==> src/rtl/dff_pkg.sv <==
// Shared constants and helpers for the dff_pipe elastic register pipeline.
//   DEF_WIDTH / DEF_DEPTH : default data width and stage count
//   cnt_w(depth)          : bit width needed to count 0..depth valid stages
package dff_pkg;

  localparam int DEF_WIDTH = 8;
  localparam int DEF_DEPTH = 3;

  function automatic int cnt_w(input int depth);
    return $clog2(depth + 1);
  endfunction

endpackage

==> src/rtl/dff_pipe_stage.sv <==
// One elastic pipeline stage: a valid bit plus a WIDTH-bit data register.
// The stage is ready when it is empty or when its downstream neighbour is ready,
// so bubbles collapse through the chain without waiting for the output.
//   clk        : clock, rising edge
//   rst        : asynchronous reset, active-high
//   flush      : synchronous clear of valid and data
//   up_valid   : upstream stage (or input) holds valid data
//   up_data    : upstream data
//   down_ready : downstream stage (or consumer) can take this stage's word
//   ready      : this stage loads on the next edge
//   valid      : this stage holds valid data
//   data       : this stage's data
module dff_pipe_stage
  import dff_pkg::*;
#(
  parameter int               WIDTH     = DEF_WIDTH,
  parameter logic [WIDTH-1:0] RESET_VAL = '0
) (
  input  logic             clk,
  input  logic             rst,
  input  logic             flush,
  input  logic             up_valid,
  input  logic [WIDTH-1:0] up_data,
  input  logic             down_ready,
  output logic             ready,
  output logic             valid,
  output logic [WIDTH-1:0] data
);

  assign ready = ~valid | down_ready;

  // NOTE: state registers use non-blocking assignments so every stage samples
  // its neighbour's pre-edge value; blocking here would shoot a word through
  // several stages in one edge.
  always_ff @(posedge clk or posedge rst) begin
    if (rst) begin
      valid <= 1'b0;
      data  <= RESET_VAL;
    end else if (flush) begin
      valid <= 1'b0;
      data  <= RESET_VAL;
    end else if (ready) begin
      valid <= up_valid;
      // Data only moves with a valid word, so bubbles never toggle the bus.
      if (up_valid) begin
        data <= up_data;
      end
    end
  end

endmodule

==> src/rtl/dff_pipe.sv <==
// Parametrised elastic register pipeline: DEPTH stages of WIDTH-bit flops with
// per-stage valid bits, valid/ready handshake, bubble collapsing and a
// synchronous flush. Stage 0 faces the producer, stage DEPTH-1 the consumer.
//   clk        : clock, rising edge
//   rst        : asynchronous reset, active-high
//   flush      : synchronous clear of all stages (no input taken that cycle)
//   in_valid   : upstream data valid
//   in_data    : upstream data
//   in_ready   : pipeline accepts in_data this cycle
//   out_valid  : last stage holds valid data
//   out_data   : last stage data
//   out_ready  : consumer accepts out_data this cycle
//   occupancy  : number of valid stages, 0..DEPTH
module dff_pipe
  import dff_pkg::*;
#(
  parameter int               WIDTH     = DEF_WIDTH,
  parameter int               DEPTH     = DEF_DEPTH,
  parameter logic [WIDTH-1:0] RESET_VAL = '0
) (
  input  logic                      clk,
  input  logic                      rst,
  input  logic                      flush,
  input  logic                      in_valid,
  input  logic [WIDTH-1:0]          in_data,
  output logic                      in_ready,
  output logic                      out_valid,
  output logic [WIDTH-1:0]          out_data,
  input  logic                      out_ready,
  output logic [cnt_w(DEPTH)-1:0]   occupancy
);

  localparam int CW = cnt_w(DEPTH);

  logic          xfer_in;
  logic          xfer_out;
  logic [CW-1:0] occupancy_next;

  // Each stage keeps its own handshake signals; neighbours are reached by
  // constant-index references so the ready chain is a plain combinational path.
  for (genvar k = 0; k < DEPTH; k++) begin : g_stage
    logic             up_valid;
    logic [WIDTH-1:0] up_data;
    logic             down_ready;
    logic             rdy;
    logic             v;
    logic [WIDTH-1:0] d;

    if (k == 0) begin : g_head
      assign up_valid = xfer_in;
      assign up_data  = in_data;
    end else begin : g_body
      assign up_valid = g_stage[k-1].v;
      assign up_data  = g_stage[k-1].d;
    end

    if (k == DEPTH - 1) begin : g_tail
      assign down_ready = out_ready;
    end else begin : g_link
      assign down_ready = g_stage[k+1].rdy;
    end

    dff_pipe_stage #(
      .WIDTH     (WIDTH),
      .RESET_VAL (RESET_VAL)
    ) u_stage (
      .clk        (clk),
      .rst        (rst),
      .flush      (flush),
      .up_valid   (up_valid),
      .up_data    (up_data),
      .down_ready (down_ready),
      .ready      (rdy),
      .valid      (v),
      .data       (d)
    );
  end

  // Flush blocks the input so a word presented during flush is never taken.
  assign in_ready  = g_stage[0].rdy & ~flush;
  assign xfer_in   = in_valid & in_ready;
  assign out_valid = g_stage[DEPTH-1].v;
  assign out_data  = g_stage[DEPTH-1].d;
  assign xfer_out  = out_valid & out_ready;

  // NOTE: every combinational output gets a default first, so no path through
  // the block can leave it unassigned and infer a latch.
  always_comb begin
    occupancy_next = occupancy;
    unique case ({xfer_in, xfer_out})
      2'b10:   occupancy_next = occupancy + CW'(1);
      2'b01:   occupancy_next = occupancy - CW'(1);
      default: occupancy_next = occupancy;
    endcase
  end

  always_ff @(posedge clk or posedge rst) begin
    if (rst) begin
      occupancy <= '0;
    end else if (flush) begin
      occupancy <= '0;
    end else begin
      occupancy <= occupancy_next;
    end
  end

endmodule

==> config.mk <==
export PLATFORM = sky130hd
export DESIGN_NAME = dff_pipe
export DESIGN_NICKNAME = d
export VERILOG_FILES = /design/src/rtl/dff_pkg.sv /design/src/rtl/dff_pipe_stage.sv /design/src/rtl/dff_pipe.sv
export SDC_FILE = /design/constraint.sdc
export NUM_CORES = 1
export LEC_CHECK = 0
export BUFFER_PORTS_ARGS = -buffer_cell sky130_fd_sc_hd__buf_2
export CORE_MARGIN = 3
export CORE_UTILIZATION = 30
export CTS_CLUSTER_DIAMETER = 120
export DETAILED_ROUTE_END_ITERATION = 10
export GPL_TIMING_DRIVEN = 0
export PLACE_DENSITY_LB_ADDON = 0.25
export SYNTH_ARGS = -nofsm -noshare
export SYNTH_HDL_FRONTEND = slang
export SYNTH_SLANG_ARGS = --single-unit
==> constraint.sdc <==
create_clock -name clk -period 1.2 [get_ports clk]
set_input_delay 0.12 -clock clk [delete_from_list [all_inputs] [get_ports clk]]
set_output_delay 0.12 -clock clk [all_outputs]
set_load 0.02 [all_outputs]
* Word-level counts from Yosys, hierarchy flattened
Index checks and enable logic that the tools add are counted.
Storage, ports and cells: input port bits 13, bits in registers 29, memories 0, latch bits 0, memory bits (writable) 0, ROM bits 0
Cells by class: eq/ne operators 2, add/subtract/negate cells 2, bitwise gates (word level) 10, div/mod/pow operators 0, reduce and logical (&&, ||, !) cells 10, $mul 0, order comparisons 0, shift operators 0, muxes and demuxes 17
Operators with widths (count):
- 8-bit two-way mux | 9
- 2-bit nonzero test | 6
- 1-bit two-way mux | 6
- 2-bit AND reduction | 3
- 1-bit NOT | 4
- 2-bit one-hot mux with 2 select lines | 1
- 1-bit bitwise AND | 3
- 1-bit bitwise OR | 3
- 3-bit nonzero test | 1
- 2-bit by 1-bit adder with 2-bit output (second input constant) | 1
- 2-bit by 1-bit equality test with 1-bit output (second input constant) | 1
- 2-bit equality test (second input constant) | 1
- 2-bit two-way mux | 1
- 2-bit by 1-bit subtractor with 2-bit output (second input constant) | 1

* Logic depth before layout (Yosys ltp)
Gate-level depths: netlist of the first run.
depth after elaboration 9, gate-level depth with buffers 5, mapped depth without buffers 4

* Cells and area by module
From an unflattened synthesis of the first run, not the netlist that was laid out.
Second synthesis, totals: cell total of the unflattened synthesis 145, area total of the unflattened synthesis 1631.6 µm²
Modules (own cells, without submodules):
- dff_pipe_stage | area an instance 490.5 µm², seq. area each 225.2 µm², cells each 42, times used 3
- dff_pipe | area an instance 160.2 µm², seq. area each 50.0 µm², cells each 19, times used 1

* Worst setup path after synthesis of the first run
Ideal clock, no wire load.
path type register to register, start point register g_stage[2].u_stage.valid, end point register occupancy[1], path slack -84 ps, data arrival time 1159 ps, cell stages (with the launch flop) 4, setup time 125 ps, required time 1075 ps, cells stage by stage dfrtp_1 > and3_1 > mux2i_1 > mux2_2
Between the ends: cells in the longest elaborated chain, start to end 9
RTL lines:
- start: declaration | RTL line dff_pipe_stage.sv:26 | output logic valid,
- start signal: assignment | RTL line dff_pipe_stage.sv:43 | valid <= up_valid;
- 1-bit NOT | RTL line dff_pipe_stage.sv:30 | assign ready = ~valid | down_ready;
- 1-bit bitwise OR (3 in series) | RTL line dff_pipe_stage.sv:30
- 1-bit bitwise AND | RTL line dff_pipe.sv:80 | assign in_ready = g_stage[0].rdy & ~flush;
- 1-bit bitwise AND | RTL line dff_pipe.sv:81 | assign xfer_in = in_valid & in_ready;
- 2-bit by 1-bit equality test with 1-bit output or 2-bit equality test (tied branches) | RTL line dff_pipe.sv:90 | unique case ({xfer_in, xfer_out})
- 2-bit one-hot mux with 2 select lines | RTL line dff_pipe.sv:90
- 2-bit two-way mux | RTL line dff_pipe.sv:100 | end else if (flush) begin
- end signal: assignment | RTL line dff_pipe.sv:103 | occupancy <= occupancy_next;
- end: declaration | RTL line dff_pipe.sv:30 | output logic [cnt_w(DEPTH)-1:0] occupancy
Parallel ways exist; a longest one is shown, timed or not. A chain may end at the register's enable or synchronous reset.

* Final worst setup path of the first run
start point register g_stage[0].u_stage.valid, end point register occupancy[1]
Between the ends: cells in the longest elaborated chain, start to end 7
RTL lines (RTL line):
- start: declaration | dff_pipe_stage.sv:26
- start signal: assignment | dff_pipe_stage.sv:43
- 1-bit NOT * | dff_pipe_stage.sv:30
- 1-bit bitwise OR * | dff_pipe_stage.sv:30
- 1-bit bitwise AND * | dff_pipe.sv:80
- 1-bit bitwise AND * | dff_pipe.sv:81
- 2-bit by 1-bit equality test with 1-bit output or 2-bit equality test (tied branches) | dff_pipe.sv:90
- 2-bit one-hot mux with 2 select lines | dff_pipe.sv:90
- 2-bit two-way mux | dff_pipe.sv:100
Every way passes the cells marked *; elsewhere a longest branch is shown, timed or not.

==> impl_summary.txt, run 1 <==
----------------------------------------------------
[Outcome]
  Outcome ... finished, violations left
  Failing checks ... setup timing

[Route]
  Number of optimization iterations in the first detailed-route pass ... 4
  Ratio of routed vias to standard cells ... 4.75
  Number of antenna-violating nets in the routed design ... 0
  Wire length reported by the detailed router ... 2.44 mm
  Per-cell routed wire length ... 12.9 µm
  DRC violation count after routing ... 0
  Routed vias ... 898
  1st-iter DRT viols ... 6

[STA]
  Final setup skew ... 0.00444 ns
  Achievable frequency ... 787 MHz
  Slew at the pin closest to its max-slew limit ... 1.06 ns
  Final number of max-transition violations ... 0
  Setup slack after layout ... -0.0702 ns
  Hold violation count in the final report ... 0
  Final count of negative-setup-slack endpoints ... 18
  Slew HR ... 0.292
  Min Tclk post-route ... 1.27 ns
  Post-route clock period utilization ... 1.06
  RSZ-0062 raised after global routing ... yes

[Synth]
  Sequential cell area fraction in the yosys report ... 0.624
  Average footprint of a synthesized cell ... 11.4 µm²
  FF+latch count, synth ... 29
  Mapped Nets ... 115
  Number of standard cells after synthesis ... 102
  Number of distinct library cells after synthesis ... 21
  Cell area after synthesis ... 1160 µm²
  Synth Warn # ... 0

[Critical path]
  Worst EP arrival ... 1.43 ns
  Worst path max stage delay ... 0.39 ns
  Setup crit end kind ... register
  Startpoint class of the critical path ... register
  Cell Chain, Critical Path ... a21o_1 > a21oi_2 > mux2i_2 > mux2_4
  Worst EP required ... 1.36 ns
  Slowest stage cell on the critical path ... sky130_fd_sc_hd__dfrtp_1
  Critical path buffer and inverter count ... 0
  Logic depth of the worst path, buffers included ... 4
  Cell depth of the worst flop-to-flop path ... 4
  Top Family by Delay on Critical Path ... multiplexers
  Largest driver fanout on the critical path ... 3
  Start-to-end type of the worst setup path ... reg2reg

[Placement]
  Half-perimeter wire length after detailed placement ... 1.68 mm
  Final weighted congestion in routability-driven placement ... 0.788
  PortBufs ... 24
  # placed instances ... 174

[Layout]
  Number of fillers in the final layout ... 362
  Nets ... 154
  Final Instance Count excl. Fillers ... 189
  Area of all sequential standard cells ... 727 µm²
  N_diodes ... 0
  Fraction of layout instances using a drive strength above 1 ... 0.418
  Combined area of the multi-input logic cells ... 498 µm²
  Area delta synth->final ... 38.0%
  Most used cells in the layout excluding fill and tap cells ... sky130_fd_sc_hd__dfrtp_1 (28), sky130_fd_sc_hd__buf_2 (24), sky130_fd_sc_hd__a22o_1 (16)
  Leading cell type in the layout, fill and taps excluded ... sky130_fd_sc_hd__dfrtp_1

[Power and ir drop]
  Power per Cell Area ... 1260 nW/µm²
  Largest voltage drop on the vdd net ... 0.000649 V
  Leakage power figure ... 0.000771 µW
  Power, Total ... 2020 µW

[Worst hold path]
  Class of the tightest hold or removal check ... in2reg
  Cell depth of the worst hold path ... 2

[Clocking]
  Total CTS buffers ... 5
  Hold_buf cts ... 0
  Clock tree root driver cell ... sky130_fd_sc_hd__clkbuf_8
  Clock input transition at the sequential cells of the worst setup and hold paths ... 0.06 ns
  Clock sink total ... 29
  CTS tree ... yes
  H-tree lvl count ... 2
  Insertion delay of the later-clocked pin in the worst-skew pair ... 0.27 ns
  CTS max path bufs ... 2

[Die]
  FP Rows ... 22
  Horizontal die dimension ... 68.3 µm
  Initial Utilization ... 0.315
  Number of placed I/O pins ... 25
  Vertical extent of the die ... 68.3 µm
  Core Footprint ... 3690 µm²
  Die Outline Area ... 4660 µm²

[GRT]
  Maximum number of pins on one net before global-route repair ... 30
  Sum of overflow across all layers after global routing ... 0
  Gr usage total ... 0.121
  Via count of the first global-routing pass ... 918
  Wire length of the first global-routing pass ... 4.14 mm
  Antenna violations before repair ... 0

[Flow run]
  Max Cap Violations ... 0

----------------------------------------------------
final cells by class:
type / count / share of cell area
inverters: 4 / 0.00935
multi-input cells: 65 / 0.310
clock buffers: 7 / 0.0538
repair buffers: 32 / 0.119
well taps: 48 / 0.0374
plain buffers: 4 / 0.0171
flip-flops and latches: 29 / 0.453
state kept, by name, indices dropped and copies added, names as in the netlist:
register,count
g_stage.u_stage.data,24
occupancy,2
g_stage.u_stage.valid,3
per-layer routing:
metal,global-route usage,share of wire
met1,0.141,0.45
met2,0.202,0.49
met3,0.0361,0.043
met4,0.0596,0.017
met5,0,0
cell usage after synthesis (all sizes together):
master	count	share of area
dfrtp	29	0.62
a22o	16	0.12
a21oi	14	0.070
nand2	11	0.035
nand3	8	0.034
inv	4	0.013
nor2	4	0.013
buf	2	0.0075
clkbuf	2	0.0065
nand2b	2	0.011
nor2b	2	0.011
a21o	1	0.0065
and3	1	0.0054
mux2	1	0.0097
mux2i	1	0.0086
nand3b	1	0.0065
nand4b	1	0.0075
o21ai	1	0.0043
o31ai	1	0.0065
repair_timing:
action,in CTS,in global routing
cloned,0,1
resized for setup,9,21
buffers inserted,7,2
pin swaps,4,13
setup endpoints to repair,18,26
power by group:
group          total, µW  leakage (µW)  switching, µW  internal (µW)
Clock                778     0.0000443            325            453
Combinational        203      0.000332            115           88.1
Sequential          1040      0.000394           25.0           1010
Total               2020      0.000771            465           1550
cell families (layout without fill, tap and decap cells):
kind of cell,count (synthesis),after routing,synth area share
compound gates,33,33,0.208
buf+inv,8,47,0.0269
flops,29,29,0.624
simple gates,30,30,0.124
mux,2,2,0.0183
metrics by stage:
| stage | TNS, ns | setup slack (ns) | instance area (µm²) | util | hold slack (ns) |
|---|---|---|---|---|---|
| after floorplan | -0.0188 | -0.0188 | 1170 | - | 0.198 |
| after global placement | -1.10 | -0.0855 | 1360 | 0.367 | 0.336 |
| after detailed placement | -1.82 | -0.124 | 1360 | 0.367 | 0.339 |
| after CTS | -0.690 | -0.0942 | 1530 | 0.414 | 0.0551 |
| after global routing | -2.14 | -0.136 | 1610 | 0.435 | 0.0656 |
| final | -0.503 | -0.0702 | 1610 | 0.435 | 0.0636 |
path summary, 6_finish.rpt:
check | start | end | slack (ns)
worst min register to register | g_stage[0].u_stage.data[3]$_DFFE_PP0P_ | g_stage[1].u_stage.data[3]$_DFFE_PP0P_ | 0.50
worst min-delay path | in_data[1] | g_stage[0].u_stage.data[1]$_DFFE_PP0P_ | 0.06
worst max register to register | g_stage[0].u_stage.valid$_DFFE_PP0P_ | occupancy[1]$_DFFE_PP0P_ | -0.07
min in group asynchronous | rst | g_stage[0].u_stage.valid$_DFFE_PP0P_ | 0.10
max in group asynchronous | rst | g_stage[2].u_stage.valid$_DFFE_PP0P_ | 0.39
worst max-delay path | g_stage[0].u_stage.valid$_DFFE_PP0P_ | occupancy[1]$_DFFE_PP0P_ | -0.07
No activity file was read; power rests on OpenSTA's default activity.
==> run 2, diff against run 1 <==
--- a/config.mk
+++ b/config.mk
@@ -14,4 +14,5 @@
 export PLACE_DENSITY_LB_ADDON = 0.25
 export SYNTH_ARGS = -nofsm -noshare
 export SYNTH_HDL_FRONTEND = slang
+export SYNTH_HIERARCHICAL = 1
 export SYNTH_SLANG_ARGS = --single-unit
==> impl_summary.txt, run 2 <==
----------------------------------------------------
[Clocking]
  CTS tree ... yes
  Clock tree root driver cell ... sky130_fd_sc_hd__clkbuf_8
  Total CTS buffers ... 5
  CTS max path bufs ... 2
  H-tree lvl count ... 2
  Clock input transition at the sequential cells of the worst setup and hold paths ... 0.06 ns
  Clock sink total ... 29
  Insertion delay of the later-clocked pin in the worst-skew pair ... 0.28 ns

[Synth]
  Main area contributors after synthesis ... sky130_fd_sc_hd__dfrtp_1 (44%), sky130_fd_sc_hd__a21bo_1 (15%), sky130_fd_sc_hd__a21oi_2 (13%)
  Dominant cell by count in the synthesized netlist ... sky130_fd_sc_hd__dfrtp_1
  Average footprint of a synthesized cell ... 11.3 µm²
  Mapped Nets ... 158
  Commonest cells in the synthesized netlist ... sky130_fd_sc_hd__dfrtp_1 (29), sky130_fd_sc_hd__a21bo_1 (24), sky130_fd_sc_hd__a21oi_2 (24), sky130_fd_sc_hd__nand3_1 (24), sky130_fd_sc_hd__buf_6 (12)
  Proportion of netlist area held by the largest area contributor ... 0.445
  EDFF count, synth ... 0
  Top cell type by total area after synthesis ... sky130_fd_sc_hd__dfrtp_1
  Number of distinct library cells after synthesis ... 20
  Predominant post-synthesis flop cell ... sky130_fd_sc_hd__dfrtp_1
  Share of synthesized flip-flops with an asynchronous set or reset ... 1.00
  FF+latch count, synth ... 29
  Synth Warn # ... 6
  Sequential cell area fraction in the yosys report ... 0.445
  Number of standard cells after synthesis ... 145
  Cell area after synthesis ... 1630 µm²

[Placement]
  # placed instances ... 239
  Worst Setup Slack post-DPL ... -1.16 ns
  Half-perimeter wire length after detailed placement ... 2.39 mm
  PortBufs ... 24
  Final weighted congestion in routability-driven placement ... 0.738

[Route]
  Ratio of routed vias to standard cells ... 4.73
  Routed vias ... 1,221
  Wire length reported by the detailed router ... 3.52 mm
  Number of antenna-violating nets in the routed design ... 0
  1st-iter DRT viols ... 47
  Number of optimization iterations in the first detailed-route pass ... 4
  DRC violation count after routing ... 0
  Per-cell routed wire length ... 13.6 µm

[Layout]
  Largest registers ranked by flip-flop count ... g_stage.u_stage/data: 24 flops, g_stage.u_stage/valid: 3 flops, occupancy: 2 flops
  Most used cells in the layout excluding fill and tap cells ... sky130_fd_sc_hd__dfrtp_1 (28), sky130_fd_sc_hd__a21bo_1 (24), sky130_fd_sc_hd__a21oi_2 (24)
  N_diodes ... 0
  Fraction of layout instances using a drive strength above 1 ... 0.457
  Max reg flops ... 24
  Register containing the most flip-flops in the final layout ... g_stage.u_stage/data
  Final Instance Count excl. Fillers ... 258
  Nets ... 200
  Area delta synth->final ... 28.1%
  Leading cell type in the layout, fill and taps excluded ... sky130_fd_sc_hd__dfrtp_1

[GRT]
  Antenna violations before repair ... 0
  Wire length of the first global-routing pass ... 6.20 mm
  Sum of overflow across all layers after global routing ... 0
  Via count of the first global-routing pass ... 1,237
  Gr usage total ... 0.125
  Maximum number of pins on one net before global-route repair ... 18

[Power and ir drop]
  Leakage power figure ... 0.000931 µW
  Power, Total ... 2300 µW
  Largest voltage drop on the vdd net ... 0.000661 V
  Power per Cell Area ... 1100 nW/µm²

[Die]
  Core Footprint ... 5170 µm²
  Number of placed I/O pins ... 25
  FP Rows ... 26
  Horizontal die dimension ... 79.7 µm
  Initial Utilization ... 0.315
  Die Outline Area ... 6360 µm²
  Vertical extent of the die ... 79.7 µm

[STA]
  Achievable frequency ... 587 MHz
  Tightest hold margin ... 0.0889 ns
  Min Tclk post-route ... 1.70 ns
  Final number of max-transition violations ... 0
  Slew HR ... 0.606
  Final setup skew ... 0.00900 ns
  Slew at the pin closest to its max-slew limit ... 0.591 ns
  Hold violation count in the final report ... 0
  Final count of negative-setup-slack endpoints ... 12
  Setup slack after layout ... -0.502 ns
  Post-route setup TNS ... -5.74 ns
  Post-route clock period utilization ... 1.42
  RSZ-0062 raised after global routing ... yes

[Critical path]
  Worst path max stage delay ... 0.38 ns
  Cell Chain, Critical Path ... nand2b_4 > nand2b_4 > buf_6 > nand2b_4 > buf_12 > nand2_8 > nor2_4 > buf_6 > buf_12 > a21bo_1 > a21oi_2
  Setup crit end kind ... register
  Largest driver fanout on the critical path ... 5
  Startpoint class of the critical path ... register
  Worst EP required ... 1.40 ns
  Worst EP arrival ... 1.91 ns
  Slowest stage cell on the critical path ... sky130_fd_sc_hd__dfrtp_2
  Critical path's most frequent cell ... sky130_fd_sc_hd__nand2b_4
  Start-to-end type of the worst setup path ... reg2reg

[Worst hold path]
  Class of the tightest hold or removal check ... in2reg

[Outcome]
  Outcome ... finished, violations left
  Failing checks ... setup timing

[Flow run]
  Max Cap Violations ... 0

----------------------------------------------------
## run 2: cell count changes in the layout (fill, tap and decap cells not counted), moves of 4 or more
cell                      change
sky130_fd_sc_hd__a22o_1      -16
sky130_fd_sc_hd__buf_4        +7
sky130_fd_sc_hd__nand3_1     +15
sky130_fd_sc_hd__a21oi_1      -5
sky130_fd_sc_hd__buf_6        +5
sky130_fd_sc_hd__nand2_2      -4
sky130_fd_sc_hd__a21bo_1     +24
sky130_fd_sc_hd__a21oi_2     +21
## run 2: worst paths after layout
| check | startpoint | end | slack (ns) | cells after the start |
|---|---|---|---|---|
| setup reg to reg | g_stage[2].u_stage/valid$_DFFE_PP0P_ | g_stage[0].u_stage/data[0]$_DFFE_PP0P_ | -0.50 | 11 |
| min in group asynchronous | rst | occupancy[1]$_DFFE_PP0P_ | 0.29 | 3 |
| max in group asynchronous | rst | g_stage[2].u_stage/valid$_DFFE_PP0P_ | 0.53 | 3 |
| hold reg to reg | g_stage[1].u_stage/data[4]$_DFFE_PP0P_ | g_stage[2].u_stage/data[4]$_DFFE_PP0P_ | 0.55 | 2 |
| hold / removal | in_data[3] | g_stage[0].u_stage/data[3]$_DFFE_PP0P_ | 0.09 | 3 |
| setup / recovery | g_stage[2].u_stage/valid$_DFFE_PP0P_ | g_stage[0].u_stage/data[0]$_DFFE_PP0P_ | -0.50 | 11 |
## run 2: power by group
part           internal [µW]  leakage (µW)  switching [µW]
clock network            676     0.0000585             363
registers               1000      0.000398            20.4
logic                    109      0.000475             132
## run 2: final cells by class
cell class | count | area (µm²)
plain buffers | 11 | 110
flip-flops and latches | 29 | 727
fillers | 504 | 3080
multi-input cells | 94 | 766
clock buffers | 7 | 86.3
inverters | 7 | 26.3
well taps | 70 | 87.6
clock inverters | 1 | 30.0
repair buffers | 39 | 258
## run 2: per-stage QoR
step	instance area, µm²	utilization
after CTS	2080	0.401
after floorplan	1650	-
after detailed placement	1850	0.358
after global placement	1850	0.358
after global routing	2090	0.404
final	2090	0.404
## run 2: what timing repair did
item | CTS | global route
hold buffers | 1 | 0
setup buffers | 11 | 2
cloned | 1 | 0
gates resized for setup | 9 | 0
pin swaps | 9 | 2
hold endpoints to repair | 29 | 0
setup endpoints to repair | 21 | 20
## run 2: worst max-delay path, delay by kind of cell, from the launching register on
kind,cells,cell delay [ns]
buffers and inverters,4,0.49
AOI/OAI and AO/OA,2,0.29
and+or+nand+nor,5,0.44
DFF,1,0.38
## run 2: metal layers
layer  global-route usage  vias to the layer above  wire (µm)
met2                0.190                       31       1610
li1                     -                      595          -
met3               0.0350                        7        156
met4               0.0405                        0         46
met1                0.171                      588       1700
met5                    0                        -          0
## run 2: kinds of logic (layout without fill, tap and decap cells)
group / count (synthesis) / in the layout / share of synthesized area
buffers and inverters: 22 / 65 / 0.106
AO/OA/AOI/OAI: 54 / 54 / 0.301
AND/OR/NAND/NOR: 38 / 38 / 0.137
flip-flops: 29 / 29 / 0.445
XOR/XNOR: 1 / 1 / 0.00537
multiplexers: 1 / 1 / 0.00690
==> run 3, diff against run 2 <==
--- a/config.mk
+++ b/config.mk
@@ -7,7 +7,7 @@
 export LEC_CHECK = 0
 export BUFFER_PORTS_ARGS = -buffer_cell sky130_fd_sc_hd__buf_2
 export CORE_MARGIN = 3
-export CORE_UTILIZATION = 30
+export CORE_UTILIZATION = 40
 export CTS_CLUSTER_DIAMETER = 120
 export DETAILED_ROUTE_END_ITERATION = 10
 export GPL_TIMING_DRIVEN = 0
==> impl_summary.txt, run 3 (synthesized netlist as in run 2, its figures left out) <==
----------------------------------------------------
[Critical path]
  Launch point of the worst reg-to-reg path ... g_stage[2].u_stage/valid$_DFFE_PP0P_
  Top Family by Delay on Critical Path ... buffers and inverters
  Register-to-register setup slack ... -0.51 ns
  Start-to-end type of the worst setup path ... reg2reg
  Startpoint class of the critical path ... register
  Worst EP required ... 1.41 ns
  Worst EP arrival ... 1.92 ns
  Cell Chain, Critical Path ... nand2b_4 > nand2b_4 > buf_6 > nand2b_4 > buf_12 > nand2_8 > nor2_4 > buf_6 > buf_12 > a21bo_1 > a21oi_2
  Critical path buffer and inverter count ... 4
  Worst path max stage delay ... 0.38 ns
  Setup crit end kind ... register
  Largest driver fanout on the critical path ... 7
  Slowest stage cell on the critical path ... sky130_fd_sc_hd__dfrtp_2
  Critical path's most frequent cell ... sky130_fd_sc_hd__nand2b_4
  Launch point of the critical path ... g_stage[2].u_stage/valid$_DFFE_PP0P_

[Power and ir drop]
  Fraction of power spent switching nets ... 0.242
  Sequential group share of total power ... 0.477
  Largest voltage drop on the vdd net ... 0.000599 V
  Net switching power of the design ... 518 µW
  Power per Cell Area ... 1050 nW/µm²
  Relative contribution of combinational cells to total power ... 0.110
  Leakage power figure ... 0.000918 µW
  Internal power ... 1630 µW
  Clock network fraction of design power ... 0.413

[Clocking]
  Insertion delay of the later-clocked pin in the worst-skew pair ... 0.28 ns
  Total CTS buffers ... 5
  Clock tree root driver cell ... sky130_fd_sc_hd__clkbuf_8
  CTS max path bufs ... 2
  CTS tree ... yes
  Clock input transition at the sequential cells of the worst setup and hold paths ... 0.06 ns
  H-tree lvl count ... 2
  Clock sink total ... 29

[GRT]
  Via count of the first global-routing pass ... 1,153
  Wire length of the first global-routing pass ... 5.82 mm
  Antenna violations before repair ... 0
  Maximum number of pins on one net before global-route repair ... 18
  Gr usage total ... 0.150
  Sum of overflow across all layers after global routing ... 0

[STA]
  RSZ-0062 raised after global routing ... yes
  Setup slack after layout ... -0.513 ns
  Achievable frequency ... 584 MHz
  Tightest hold margin ... 0.0863 ns
  Min Tclk post-route ... 1.71 ns
  Post-route clock period utilization ... 1.43
  Final number of max-transition violations ... 0
  Final setup skew ... 0.00123 ns
  Slew at the pin closest to its max-slew limit ... 0.614 ns
  Slew HR ... 0.591
  Hold violation count in the final report ... 0
  Final count of negative-setup-slack endpoints ... 12

[Layout]
  Area of all sequential standard cells ... 727 µm²
  N_diodes ... 0
  Combined area of the multi-input logic cells ... 771 µm²
  Most used cells in the layout excluding fill and tap cells ... sky130_fd_sc_hd__dfrtp_1 (28), sky130_fd_sc_hd__a21bo_1 (24), sky130_fd_sc_hd__a21oi_2 (24)
  Max reg flops ... 24
  Post-route standard cell area excluding fillers ... 2030 µm²
  Largest registers ranked by flip-flop count ... g_stage.u_stage/data: 24 flops, g_stage.u_stage/valid: 3 flops, occupancy: 2 flops
  Area delta synth->final ... 24.7%
  Number of fillers in the final layout ... 363
  Register containing the most flip-flops in the final layout ... g_stage.u_stage/data
  Nets ... 198
  Leading cell type in the layout, fill and taps excluded ... sky130_fd_sc_hd__dfrtp_1
  Fraction of layout instances using a drive strength above 1 ... 0.462

[Route]
  Ratio of routed vias to standard cells ... 5.08
  Number of optimization iterations in the first detailed-route pass ... 3
  Wire length on met1 ... 1.52 mm
  DRC violation count after routing ... 0
  Detail Route met3 WL ... 150 µm
  Per-cell routed wire length ... 14.2 µm
  1st-iter DRT viols ... 38
  Wire length reported by the detailed router ... 3.32 mm
  Top layer used by detailed routing ... met4
  Number of antenna-violating nets in the routed design ... 0
  Metal2 WL ... 1.57 mm
  Routed vias ... 1,188

[Die]
  Horizontal die dimension ... 69.9 µm
  Initial Utilization ... 0.430
  FP Rows ... 22
  Die Outline Area ... 4880 µm²
  Number of placed I/O pins ... 25
  Core Footprint ... 3800 µm²
  Vertical extent of the die ... 69.9 µm

[Flow run]
  Max Cap Violations ... 0

[Outcome]
  Failing checks ... setup timing
  Outcome ... finished, violations left

[Placement]
  Dpl cell area ... 1830 µm²
  Final weighted congestion in routability-driven placement ... 0.796
  PortBufs ... 24
  Half-perimeter wire length after detailed placement ... 2.17 mm

[Worst hold path]
  Class of the tightest hold or removal check ... in2reg
  Worst min-delay path startpoint ... in_data[7]

----------------------------------------------------
run 3: cell types whose count changed in the layout (fill, tap and decap cells not counted):
cell and change:
sky130_fd_sc_hd__nand3_1 -1, sky130_fd_sc_hd__clkinv_2 +1, sky130_fd_sc_hd__buf_4 -1, sky130_fd_sc_hd__buf_6 -1, sky130_fd_sc_hd__nand3_2 +1, sky130_fd_sc_hd__clkbuf_8 +1, sky130_fd_sc_hd__bufinv_16 -1, sky130_fd_sc_hd__clkbuf_1 -1
run 3: cell type report:
| cell class | instances | area share |
|---|---|---|
| multi-input combinational | 94 | 0.379 |
| sequential | 29 | 0.357 |
| timing repair buffer | 37 | 0.117 |
| buffer | 11 | 0.0541 |
| clock buffer | 7 | 0.0474 |
| tap | 48 | 0.0295 |
| inverter | 7 | 0.0129 |
| clock inverter | 1 | 0.00246 |
run 3: power groups by stage:
stage	sequential (µW)	combinational, µW	clock [µW]
floorplan	1040	134	0
finish	1020	235	886
detailed placement	1040	202	0
CTS	1020	223	915
global placement	1040	197	0
global route	1030	259	955
run 3: repair_timing:
item,CTS,global route
pin swaps,10,9
hold buffers,1,0
hold endpoints to repair,29,0
setup buffers,9,4
gates cloned,1,0
resized for setup,4,5
endpoints found under the setup margin,21,20
run 3: final timing paths:
| kind | cells after the start | endpoint |
|---|---|---|
| hold reg to reg | 2 | g_stage[1].u_stage/data[1]$_DFFE_PP0P_ |
| hold / removal | 3 | g_stage[0].u_stage/data[7]$_DFFE_PP0P_ |
| setup / recovery | 11 | g_stage[0].u_stage/data[1]$_DFFE_PP0P_ |
| min in group asynchronous | 3 | occupancy[0]$_DFFE_PP0P_ |
| max in group asynchronous | 3 | g_stage[2].u_stage/valid$_DFFE_PP0P_ |
| setup reg to reg | 11 | g_stage[0].u_stage/data[1]$_DFFE_PP0P_ |
run 3: worst min-delay path, cell delays in order:
cell	delay, ns
sky130_fd_sc_hd__buf_2	0.10
sky130_fd_sc_hd__nand3_2	0.06
sky130_fd_sc_hd__a21oi_2	0.05
run 3: routing by layer:
layer | track usage | vias up
li1 | - | 593
met1 | 0.200 | 563
met2 | 0.221 | 25
met3 | 0.0417 | 7
met4 | 0.0766 | 0
met5 | 0 | -
run 3: per-stage QoR:
| step | instances | setup slack [ns] | util | TNS (ns) | power (µW) |
|---|---|---|---|---|---|
| 3_3_place_gp | 217 | -1.11 | 0.481 | -14.04 | 1240 |
| 2_1_floorplan | 145 | -1.01 | - | -12.52 | 1180 |
| 6_report | 234 | -0.513 | 0.536 | -5.65 | 2140 |
| 3_5_place_dp | 217 | -1.16 | 0.481 | -14.79 | 1240 |
| 5_1_grt | 234 | -0.580 | 0.536 | -6.70 | 2240 |
| 4_1_cts | 232 | -0.515 | 0.524 | -5.63 | 2160 |
